===== src/rtl/onehot_scan_decoder.sv =====
// rtl/onehot_scan_decoder.sv - registered one-hot decoder with direct and auto-scan modes (option macro: ONEHOT_ACTIVE_LOW_EN)
module onehot_scan_decoder #(
    parameter int IN_W    = 4,
    parameter int DWELL_W = 8,
    localparam int OUT_W  = 2**IN_W
) (
    input  logic               clk,
    input  logic               rst_n,
    input  logic               enable,
    input  logic               mode,
    input  logic [IN_W-1:0]    binary_in,
    input  logic [DWELL_W-1:0] dwell,
    input  logic [IN_W-1:0]    scan_last,
    output logic [OUT_W-1:0]   decoder_out,
    output logic [IN_W-1:0]    index_out,
    output logic               valid,
    output logic               wrap
);

    typedef enum logic [1:0] {
        ST_IDLE   = 2'd0,
        ST_DIRECT = 2'd1,
        ST_SCAN   = 2'd2
    } state_t;

    // Polarity mask folded into the output register so decoder_out stays a pure flop output.
`ifdef ONEHOT_ACTIVE_LOW_EN
    localparam logic [OUT_W-1:0] DEC_POL = {OUT_W{1'b1}};
`else
    localparam logic [OUT_W-1:0] DEC_POL = {OUT_W{1'b0}};
`endif

    localparam logic [OUT_W-1:0] DEC_ONE = {{(OUT_W-1){1'b0}}, 1'b1};

    state_t             state_q;
    state_t             state_d;
    logic [DWELL_W-1:0] cnt_q;
    logic [DWELL_W-1:0] cnt_d;
    logic [IN_W-1:0]    idx_d;
    logic               valid_d;
    logic               wrap_d;
    logic [OUT_W-1:0]   dec_d;

    // Next state and next registered outputs; the state chosen for the coming cycle drives the outputs.
    always_comb begin
        state_d = ST_IDLE;
        idx_d   = '0;
        cnt_d   = '0;
        valid_d = 1'b0;
        wrap_d  = 1'b0;

        if (enable) begin
            state_d = mode ? ST_SCAN : ST_DIRECT;
        end

        case (state_d)
            ST_DIRECT: begin
                idx_d   = binary_in;
                valid_d = 1'b1;
            end
            ST_SCAN: begin
                valid_d = 1'b1;
                // Entering from another state leaves idx/cnt at zero.
                if (state_q == ST_SCAN) begin
                    // >= so a live lowering of dwell below the running count advances at once.
                    if (cnt_q >= dwell) begin
                        // >= also catches scan_last lowered beneath the current index.
                        if (index_out >= scan_last) begin
                            idx_d  = '0;
                            wrap_d = 1'b1;
                        end else begin
                            idx_d = index_out + IN_W'(1);
                        end
                    end else begin
                        idx_d = index_out;
                        cnt_d = cnt_q + DWELL_W'(1);
                    end
                end
            end
            default: begin
            end
        endcase

        dec_d = valid_d ? (DEC_ONE << idx_d) : '0;
    end

    // State, dwell counter and all outputs registered; async reset forces the idle picture.
    always_ff @(posedge clk or negedge rst_n) begin
        if (!rst_n) begin
            state_q     <= ST_IDLE;
            cnt_q       <= '0;
            index_out   <= '0;
            valid       <= 1'b0;
            wrap        <= 1'b0;
            decoder_out <= DEC_POL;
        end else begin
            state_q     <= state_d;
            cnt_q       <= cnt_d;
            index_out   <= idx_d;
            valid       <= valid_d;
            wrap        <= wrap_d;
            decoder_out <= dec_d ^ DEC_POL;
        end
    end

endmodule

===== config.mk =====
export PLATFORM = sky130hd
export DESIGN_NAME = onehot_scan_decoder
export DESIGN_NICKNAME = d
export VERILOG_FILES = /design/src/rtl/onehot_scan_decoder.sv
export SDC_FILE = /design/constraint.sdc
export NUM_CORES = 1
export LEC_CHECK = 0
export ABC_AREA = 1
export ABC_CLOCK_PERIOD_IN_PS = 2200
export BUFFER_PORTS_ARGS = -buffer_cell sky130_fd_sc_hd__buf_2
export CORE_UTILIZATION = 40
export CTS_BUF_LIST = sky130_fd_sc_hd__clkbuf_8
export DETAILED_ROUTE_END_ITERATION = 8
export HOLD_SLACK_MARGIN = 0.06
export PLACE_DENSITY = 0.69
export SLEW_MARGIN = 10
export SYNTH_ARGS = -nofsm -noshare
export SYNTH_HDL_FRONTEND = slang
export SYNTH_SLANG_ARGS = --single-unit

===== constraint.sdc =====
create_clock -name clk -period 2.2 [get_ports clk]
set_input_delay 0.33 -clock clk [delete_from_list [all_inputs] [get_ports clk]]
set_output_delay 0.33 -clock clk [all_outputs]
set_load 0.01 [all_outputs]

After elaboration in Yosys (flattened, before gate mapping):

Cells that the tools add are included.

* add/sub/neg operators: 2
* magnitude comparators: 2
* equal/unequal tests: 3
* shift operators: 1
* multiplexer cells: 15
* reduce and logical (&&, ||, !) cells: 1

Operators with widths (number)
* 8-bit 2-to-1 mux: 3
* 16-bit 2-to-1 mux: 1
* 1-bit by 4-bit left shift with 16-bit output (first input constant): 1
* 4-bit 2-to-1 mux: 3
* 8-bit by 1-bit adder with 8-bit output (second input constant): 1
* 8-bit >= comparator: 1
* 4-bit one-hot mux with 2 select lines: 1
* 1-bit 2-to-1 mux: 5
* 4-bit by 1-bit adder with 4-bit output (second input constant): 1
* 2-bit equality test (second input constant): 2
* 4-bit >= comparator: 1
* 2-bit 2-to-1 mux: 2
* 2-bit by 1-bit equality test with 1-bit output (second input constant): 1
* 2-bit OR reduction: 1

* flip-flop bits (word level): 32
* input bits: 20
* output and inout port bits: 22
* logic and storage cells: 30

Logic depth before layout (Yosys ltp):

Gate-level depths: netlist (run 1).

* word-level depth: 7
* mapped depth: 16
* gate-level depth less buffers: 16

Worst setup path after synthesis (run 1):

No wires, ideal clock.

* path kind: register to register
* from: register index_out[3]
* to: register decoder_out[13]
* library setup time: 0.072 ns
* arrival time: 1.611 ns
* path slack: 0.517 ns
* cell stages (with the launch flop): 9
* buffers on the path: 0
* period minus slack after synthesis: 1.683 ns
* cells stage by stage: dfrtp_1 ha_1 a21oi_1 nand3_1 o21ai_1 nand4_2 nand2_4 inv_4 nor2_1

* longest elaborated chain between the ends: 7
* elaborated cells on any way between the ends: 8
* classes of those cells: add/sub: 1; order compare: 1; shift: 1; mux: 5

RTL lines
* start, declared: line 15 `output logic [IN_W-1:0] index_out,`
* start signal, assigned: line 99 `index_out <= idx_d;`
* 4-bit by 1-bit adder with 4-bit output or 4-bit >= comparator (tied branches): line 72, 68
* 4-bit 2-to-1 mux: line 68 `if (index_out >= scan_last) begin`
* 4-bit 2-to-1 mux *: line 66 `if (cnt_q >= dwell) begin`
* 4-bit 2-to-1 mux *: line 64 `if (state_q == ST_SCAN) begin`
* 4-bit one-hot mux with 2 select lines *: line 56 `case (state_d)`
* via idx_d[3]: line 39 `logic [IN_W-1:0] idx_d;`
* 1-bit by 4-bit left shift with 16-bit output *: line 84 `dec_d = valid_d ? (DEC_ONE << idx_d) : '0;`
* 16-bit 2-to-1 mux *: line 84
* via dec_d[13]: line 42 `logic [OUT_W-1:0] dec_d;`
* end signal, assigned: line 102 `decoder_out <= dec_d ^ DEC_POL;`
* end, declared: line 14 `output logic [OUT_W-1:0] decoder_out,`

Mark *: on every way through the listed nets, which the timed path passes. The rest lies on a longest branch.

Final worst setup path (run 1):

* from: register index_out[3]
* to: register decoder_out[15]

The elaborated chain is that of the path after synthesis.

==> results of run 1 <==
==> placed cells by master (no fill, tap or decap) <==
cell type  instances
a21o_1             1
a21oi_1            4
and3_1             1
buf_2             41
bufinv_16          1
clkbuf_8           5
clkinv_2           1
dfrtp_1           32
ha_1              14
inv_1             29
inv_2              1
inv_4              1
nand2_1           25
nand2_2            3
nand2_4            4
nand3_1           15
nand3_2            1
nand3b_1           2
nand4_1            5
nand4_2            1
nor2_1            30
nor2_2             1
nor2_4             2
nor3_1             2
nor3b_1            1
o21ai_1            1
o21ai_2            1
xnor2_1            1
xor2_1             4
==> where the power goes <==
group	internal (mW)	switching (mW)
combinational	0.0446	0.0735
sequential	0.600	0.00731
clock	0.331	0.203
total	0.976	0.284
==> path summary, 6_finish.rpt <==
kind                                        end  slack, ps  cells after the start
worst max-delay path            decoder_out[15]        320                      8
worst min-delay path             decoder_out[9]         80                      1
worst max register to register  decoder_out[15]        320                      8
worst min register to register         cnt_q[0]        490                      1
max in group asynchronous              cnt_q[5]       1680                      1
min in group clk                          valid        230                      1
==> sequential cells by signal (all words and copies together), names as in the netlist <==
register	cells
cnt_q	8
state_q	2
valid	1
decoder_out	16
wrap	1
index_out	4
==> worst reg2reg max path: stages (launching register included) <==
cell	delay, ps
dfrtp_1	420
ha_1	310
a21oi_1	280
nand3_1	160
o21ai_1	160
nand4_2	130
nand2_4	150
inv_4	70
nor2_1	120
==> cell type report <==
class	count	area share
multi-input cells	119	0.361
flip-flops and latches	32	0.397
clock buffers	5	0.0341
repair buffers	41	0.102
clock inverters	3	0.0192
inverters	30	0.0571
well taps	48	0.0298
==> kinds of logic (layout without fill, tap and decap cells) <==
kind of cell | Yosys count | count (layout) | share of synthesized area
simple gates | 93 | 93 | 0.283
compound gates | 7 | 7 | 0.0251
fa+ha+maj | 14 | 14 | 0.106
xor+xnor | 5 | 5 | 0.0266
buf+inv | 31 | 79 | 0.0722
flops | 32 | 32 | 0.486
==> Yosys cell counts, drive strengths merged, types with 2 or more instances <==
library cell and instances:
o21ai 2, nand2 32, inv 30, nor2 33
xor2 4, ha 14, a21oi 4, nand3b 2
dfrtp 32, nor3 2, nand4 6, nand3 16
==> layer usage <==
layer / part of all wire / vias up
met5: 0 / -
met4: 0.013 / 0
met3: 0.058 / 5
met2: 0.46 / 32
met1: 0.47 / 574
li1: - / 668
==> impl_metrics.toml, run 1 <==
[timing]
fin_tns_setup_ps = 0
hold_slack_ps = 83.7
tightest_slew_ps = 671
min_period_ps = 1880
fin_ws_ps = 324
fmax_ghz = 0.533
slew_violations = 0
hold_viol = 0
slew_headroom = 0.553
rsz0062_at_grt = "false"
finalCritPeriodShare = 0.853
setup_viol = 0
skew_ps = 4.62

[global_routing]
gr-usage-all-layers = 0.165
first_global_vias = 1262
grt_max_degree = 33
antenna_found_initial = 0
grt_pass1_wl_mm = 5.25
grtUsageMet3 = 0.0603
gr-max-usage-layer = "met2"
grt_util_met2 = 0.277
gr-usage-met1 = 0.193
grt-ovfl-total = 0

[synthesis]
synth_fp_nets = 216
synth_edf_count = 0
synth-seq-cells = 32
yosysUniqueCellTypes = 26
ys_seq_area_frac = 0.486
async_reset_ff_frac = 1.00
synth_ff_type = "dfrtp_1"
synthTopCellsByArea = "dfrtp_1 (49%), ha_1 (11%), nor2_1 (6.8%)"
postSynthAreaPerCell_um2 = 9.05
netlist.area_leader.share = 0.486
synth-warning-count = 0
synth_top_cell_by_area = "dfrtp_1"
synth_cells = 182
synth_area_um2 = 1650

[power]
ir_drop_v = 0.000423
leakage_nw = 1.20
power_density_nw_per_um2 = 625
power.total_mw = 1.26

[finish]
final_cells = 278
drive_gt1_frac = 0.274
utilization = 0.531
layout.nets = 263
fill_cells = 355
stdcell_area_um2 = 2020
n_antenna_cell = 0
final-seq-area_um2 = 801
area_growth_pct = 22.4
multi_input_area_um2 = 727

[cts]
cts_sinks = 32
ctsHoldBuffers = 0
root_buffer = "clkbuf_8"
cts_buffer_depth = 2
post-cts-setup-buffers = 0
cts_tree = "built"
clk_pin_slew_ps = 60
cts_resized = 0
clkLatencyLatePin_ps = 280
cts-htree-levels = 2
cts_buffers = 5

[critical_path]
required_ps = 2400
path_buf_inv = 1
slowest_delay_ps = 420
r2r-start = "index_out[3]"
crit_type = "reg2reg"
worstPathMaxFanout = 8
path_cells = "ha_1 > a21oi_1 > nand3_1 > o21ai_1 > nand4_2 > nand2_4 > inv_4 > nor2_1"
crit_family = "simple AND/OR/NAND/NOR gates"
slowest_stage = "dfrtp_1"
worstSetupStartpointType = "flop"
critPathCaptureType = "flop"
cp.arrival_ps = 2080
crit_path_start = "index_out[3]"

[placed_design]
post_dp_cell_area_um2 = 1910
port_buffers = 41
place_ws_ps = 305
placed_cells = 270
gp_congestion = 0.829
dp_hpwl_mm = 2.31

[worst_hold_path]
hold_path.class = "in2async"

[routing]
drt-total-wl_mm = 3.02
drtAntennaViolNets = 0
drt_first_pass_iters = 4
drc = 0
drt_iter0_drc = 48
wl_per_cell_um = 10.9
routed_via_density = 4.60
vias = 1279

[die]
die_y_um = 66.2
dieWidth_um = 66.2
ios = 42
floorplan.initialDensity = 0.433
std_cell_rows = 22
fp.coreArea_um2 = 3800
die_area_um2 = 4380

[status]
outcome = "finished, final reports clean"

[run]
cap_violations = 0
Power figures use the tool's default switching activity.
==> inputs of run 2 (changes only) <==
--- a/config.mk
+++ b/config.mk
@@ -5,9 +5,10 @@
 export SDC_FILE = /design/constraint.sdc
 export NUM_CORES = 1
 export LEC_CHECK = 0
-export ABC_AREA = 1
+export ABC_AREA = 0
 export ABC_CLOCK_PERIOD_IN_PS = 2200
 export BUFFER_PORTS_ARGS = -buffer_cell sky130_fd_sc_hd__buf_2
+export CAP_MARGIN = 15
 export CORE_UTILIZATION = 40
 export CTS_BUF_LIST = sky130_fd_sc_hd__clkbuf_8
 export DETAILED_ROUTE_END_ITERATION = 8
==> run 2 against run 1 <==
The flow now finishes with violations (setup timing). Final cell count rose by 5.8%. Worst setup slack got worse by 440 ps. Clock-buffer cell count did not move. Critical endpoint is now decoder_out[8]. Sequential share of layout area fell by 10 points. Design area rose by 34%.
==> impl_metrics.toml, run 2 <==
[global_routing]
gr-max-usage-layer = "met2"
grtUsageMet3 = 0.0448
gr-usage-met1 = 0.267
grt_pass1_wl_mm = 6.49
gr-usage-all-layers = 0.202
grt_util_met2 = 0.310
antenna_found_initial = 0
first_global_vias = 1403
grt-ovfl-total = 0
grt_max_degree = 33

[placed_design]
gp_congestion = 0.827
port_buffers = 41
dp_hpwl_mm = 2.81
place_ws_ps = -229

[power]
power_density_nw_per_um2 = 507
power.total_mw = 1.37
clkPwrFrac = 0.397
ir_drop_v = 0.000389
intPower_mw = 1.03
combinationalPowerShare = 0.160
p_sw_frac = 0.246
leakage_nw = 1.34
p_seq_frac = 0.443
switchingPower_mw = 0.337

[synthesis]
synth_edf_count = 0
postSynthAreaPerCell_um2 = 10.6
synth-seq-cells = 32
synth_top_cell_by_area = "dfrtp_1"
yosysMostFrequentCell = "dfrtp_1"
synth_cells = 155
synth_ff_type = "dfrtp_1"
yosysUniqueCellTypes = 42
async_reset_ff_frac = 1.00
synthTopCellsByArea = "dfrtp_1 (49%), ha_1 (11%), and4_1 (4.3%)"
synth_fp_nets = 189
netlist.area_leader.share = 0.487
synth_area_um2 = 1640
synth-warning-count = 0
yosys-top-cells-count = "dfrtp_1 (32), inv_1 (17), ha_1 (14)"
ys_seq_area_frac = 0.487

[timing]
hold_slack_ps = 80.9
skew_ps = 2.85
setup_viol = 17
fmax_ghz = 0.432
tightest_slew_ps = 692
slew_headroom = 0.538
rsz0062_at_grt = "true"
min_period_ps = 2310
slew_violations = 0
hold_viol = 0
fin_tns_setup_ps = -1090
finalCritPeriodShare = 1.05
fin_ws_ps = -113

[routing]
vias = 1577
drt-total-wl_mm = 5.01
routed_via_density = 5.36
wl_per_cell_um = 17.0
drt_iter0_drc = 46
drtAntennaViolNets = 0
drt_first_pass_iters = 4
drc = 0

[critical_path]
ff2ff_setup_slack_ps = -110
critPathCaptureType = "flop"
required_ps = 2390
crit_family = "compound AO/OA/AOI/OAI gates"
critPathMostFrequentCell = "buf_4"
ff2ff_path_depth = 10
crit_type = "reg2reg"
slowest_stage = "dfrtp_1"
path_cells = "ha_4 > nor2b_4 > o211ai_1 > buf_4 > a31oi_4 > nor3_2 > a221oi_4 > buf_4 > inv_4 > nor4_2"
slowest_delay_ps = 410
r2r_end = "decoder_out[8]"
path_buf_inv = 3
worstSetupStartpointType = "flop"
worstPathMaxFanout = 5
r2r-start = "cnt_q[1]"
cp.arrival_ps = 2500

[finish]
final-seq-area_um2 = 801
reg_top3 = "decoder_out (16), cnt_q (8), index_out (4)"
layout_common_cells = "buf_2 (41), buf_4 (33), dfrtp_1 (32)"
mostFrequentLayoutCell = "buf_2"
layout.nets = 279
area_growth_pct = 64.0
utilization = 0.709
fill_cells = 248
largest_register = "decoder_out"
n_antenna_cell = 0
drive_gt1_frac = 0.528
multi_input_area_um2 = 1070
largest_register_ffs = 16

[status]
violations = "setup timing"
outcome = "finished, violations left"

[cts]
cts_buffers = 5
clkLatencyLatePin_ps = 280
cts_tree = "built"
cts_sinks = 32
root_buffer = "clkbuf_8"
cts-htree-levels = 2
cts_buffer_depth = 2
clk_pin_slew_ps = 60

[die]
die_y_um = 66.1
ios = 42
floorplan.initialDensity = 0.432
fp.coreArea_um2 = 3800
std_cell_rows = 22
die_area_um2 = 4370
dieWidth_um = 66.1

[worst_hold_path]
hold_path.class = "in2async"

[run]
cap_violations = 0
==> run 2: logic make-up after synthesis <==
family,count (synthesis),synth area share
compound gates,25,0.125
simple gates,56,0.197
xor+xnor,6,0.0320
flops,32,0.487
buf+inv,22,0.0525
fa+ha+maj,14,0.107
==> run 2: worst max-delay path by stage <==
stage	start	endpoint	slack (ps)	cells after the start
5_1_grt	cnt_q[1]	decoder_out[8]	-190	10
2_1_floorplan	index_out[0]	decoder_out[12]	40	9
4_1_cts	cnt_q[1]	decoder_out[0]	-50	8
3_3_place_gp	dwell[1]	decoder_out[10]	-140	10
3_5_place_dp	dwell[2]	decoder_out[0]	-230	10
6_report	cnt_q[1]	decoder_out[8]	-110	10
==> run 2: routing by layer <==
metal / wire length (um) / share of wire / vias up
li1: - / - / 745
met1: 2220 / 0.44 / 766
met2: 2410 / 0.48 / 53
met3: 231 / 0.046 / 13
met4: 149 / 0.030 / 0
met5: 0 / 0 / -
==> run 2: final cells by class <==
class,instances,area share
Multi-Input combinational cell,101,0.397
Sequential cell,32,0.297
Timing Repair Buffer,84,0.210
Inverter,20,0.0307
Clock buffer,5,0.0255
Tap cell,48,0.0223
Clock inverter,3,0.0144
Timing Repair inverter,1,0.00279
==> run 2: power groups by stage <==
stage	Combinational, mW	Clock (mW)	Sequential (mW)
after floorplan	0.0561	0	0.624
after global placement	0.137	0	0.616
after detailed placement	0.140	0	0.616
after CTS	0.154	0.545	0.605
after global routing	0.235	0.585	0.606
final	0.219	0.542	0.605
==> run 2: worst register-to-register path: stages, from the launching register on <==
cell      delay (ps)
dfrtp_1          410
ha_4             280
nor2b_4          130
o211ai_1          90
buf_4            160
a31oi_4          260
nor3_2            90
a221oi_4         280
buf_4            170
inv_4             50
nor4_2           280
==> run 2: what timing repair did <==
item	4_1_cts	5_1_grt
setup buffers	5	10
hold buffers	0	0
gates resized for setup	10	50
cloned	0	1
hold endpoints to repair	0	0
pin swaps	6	15
setup endpoints to repair	17	19
==> run 2: metrics by stage <==
stage	area (um^2)	cells
global placement	2110	270
CTS	2310	283
floorplan	1640	155
detailed placement	2110	270
finish	2690	294
global route	2690	294
==> inputs of run 3 (changes only) <==
--- a/config.mk
+++ b/config.mk
@@ -14,6 +14,7 @@
 export DETAILED_ROUTE_END_ITERATION = 8
 export HOLD_SLACK_MARGIN = 0.06
 export PLACE_DENSITY = 0.69
+export REMOVE_ABC_BUFFERS = 1
 export SLEW_MARGIN = 10
 export SYNTH_ARGS = -nofsm -noshare
 export SYNTH_HDL_FRONTEND = slang
==> run 3 against run 2 <==
The flow still finishes with violations (setup timing). First-iteration DRC count up 39%. Non-clock buffer count grew 1. Clock skew grew 4.3 ps. Worst setup slack gained 19 ps. Power rose by 1.3%. Sequential power hardly changed. Critical path type unchanged. Largest cell class unchanged.
==> impl_metrics.toml, run 3 (same netlist as run 2, synthesis figures left out) <==
[timing]
setup_viol = 17
hold_viol = 0
hold_slack_ps = 78.0
rsz0062_at_grt = "true"
slew_violations = 0
tightest_slew_ps = 686
skew_ps = 7.17
fin_ws_ps = -93.9
slew_headroom = 0.543
min_period_ps = 2290
finalCritPeriodShare = 1.04
fmax_ghz = 0.436

[status]
outcome = "finished, violations left"
violations = "setup timing"

[routing]
drt_first_pass_iters = 5
drtAntennaViolNets = 0
drt_iter0_drc = 64
drt-total-wl_mm = 5.17
vias = 1606
routed_via_density = 5.43
wl_per_cell_um = 17.4
drc = 0

[finish]
multi_input_area_um2 = 1080
largest_register_ffs = 16
reg_top3 = "decoder_out (16), cnt_q (8), index_out (4)"
area_growth_pct = 66.0
largest_register = "decoder_out"
n_antenna_cell = 0
final-seq-area_um2 = 801
layout_common_cells = "buf_2 (41), buf_4 (35), dfrtp_1 (32)"
layout.nets = 281
drive_gt1_frac = 0.524
fill_cells = 249
mostFrequentLayoutCell = "buf_2"

[global_routing]
grt_max_degree = 33
grt-ovfl-total = 0
gr-usage-all-layers = 0.206
first_global_vias = 1414
grt_pass1_wl_mm = 6.53
antenna_found_initial = 0

[critical_path]
worstPathMaxFanout = 3
slowest_delay_ps = 420
worstSetupStartpointType = "flop"
crit_type = "reg2reg"
critPathCaptureType = "flop"
path_cells = "inv_1 > ha_1 > nand2b_4 > a211oi_4 > o211a_4 > buf_6 > a22oi_2 > buf_4 > o21ai_1 > nor4_4"
crit_family = "compound AO/OA/AOI/OAI gates"
path_buf_inv = 3
cp.arrival_ps = 2450
slowest_stage = "o21ai_1"
required_ps = 2360

[power]
p_seq_frac = 0.438
ir_drop_v = 0.000469
power_density_nw_per_um2 = 508
clkPwrFrac = 0.406
switchingPower_mw = 0.353
intPower_mw = 1.03
combinationalPowerShare = 0.156
power.total_mw = 1.38
p_sw_frac = 0.255
leakage_nw = 1.34

[die]
die_area_um2 = 4370
die_y_um = 66.1
std_cell_rows = 22
floorplan.initialDensity = 0.432
ios = 42
fp.coreArea_um2 = 3800
dieWidth_um = 66.1

[cts]
cts-htree-levels = 2
ctsHoldBuffers = 0
cts_tree = "built"
cts_buffers = 5
root_buffer = "clkbuf_8"
clkLatencyLatePin_ps = 290
cts_buffer_depth = 2
cts_sinks = 32
clk_pin_slew_ps = 70

[placed_design]
port_buffers = 41
gp_congestion = 0.851
dp_hpwl_mm = 2.79

[worst_hold_path]
hold_path.class = "in2async"

[run]
cap_violations = 0
[run 3: cell types whose count changed in the layout (fill, tap and decap cells not counted), moves of 2 or more]
| cell | change |
|---|---|
| inv_4 | -2 |
| nor4_4 | +3 |
| nor4_2 | -3 |
| buf_12 | +2 |
| o21ai_1 | +2 |
| buf_6 | -3 |
| buf_4 | +2 |
[run 3: worst paths after layout]
kind	startpoint	end	slack, ps	cells past startpoint
min reg2reg	cnt_q[0]	cnt_q[0]	590	2
max reg2reg	index_out[0]	decoder_out[2]	-90	10
min	rst_n	wrap	80	1
max in group asynchronous	rst_n	decoder_out[7]	1680	1
max	index_out[0]	decoder_out[2]	-90	10
min in group clk	enable	valid	190	1
[run 3: layer usage]
metal,GRT usage,vias up,share of wire
met4,0.0718,0,0.035
met5,0,-,0
li1,-,749,-
met3,0.0466,18,0.055
met1,0.273,772,0.41
met2,0.329,67,0.50
[run 3: worst reg2reg max path, cell delays in order (launching register included)]
cell and delay, ps:
dfrtp_1 380, inv_1 70, ha_1 220, nand2b_4 150, a211oi_4 260, o211a_4 230
buf_6 120, a22oi_2 80, buf_4 160, o21ai_1 420, nor4_4 80
[run 3: layout make-up]
type	instances	share of cell area
Clock inverter	3	0.0156
Sequential cell	32	0.294
Clock buffer	5	0.0252
Inverter	20	0.0303
Multi-Input combinational cell	102	0.395
Timing Repair Buffer	85	0.215
Tap cell	48	0.0220
Timing Repair inverter	1	0.00275
[run 3: power groups by stage]
stage	sequential (mW)	combinational (mW)	clock, mW
after floorplan	0.624	0.0549	0
after global placement	0.616	0.130	0
after detailed placement	0.616	0.133	0
after CTS	0.606	0.144	0.564
after global routing	0.606	0.234	0.589
final	0.606	0.216	0.562
[run 3: what timing repair did]
item	CTS	global route
pin swaps	2	20
gates resized for setup	8	48
endpoints found under the setup margin	16	17
buffers inserted	4	15
gates cloned	0	2
[run 3: through the flow]
step	cells	cell area [um^2]	utilization	TNS [ps]	setup WS, ps
floorplan	153	1630	-	0	39.4
global placement	267	2090	0.549	-1510	-133
detailed placement	267	2090	0.549	-1680	-197
CTS	279	2270	0.599	-165	-41.2
global route	296	2730	0.718	-2620	-181
finish	296	2730	0.718	-1040	-93.9
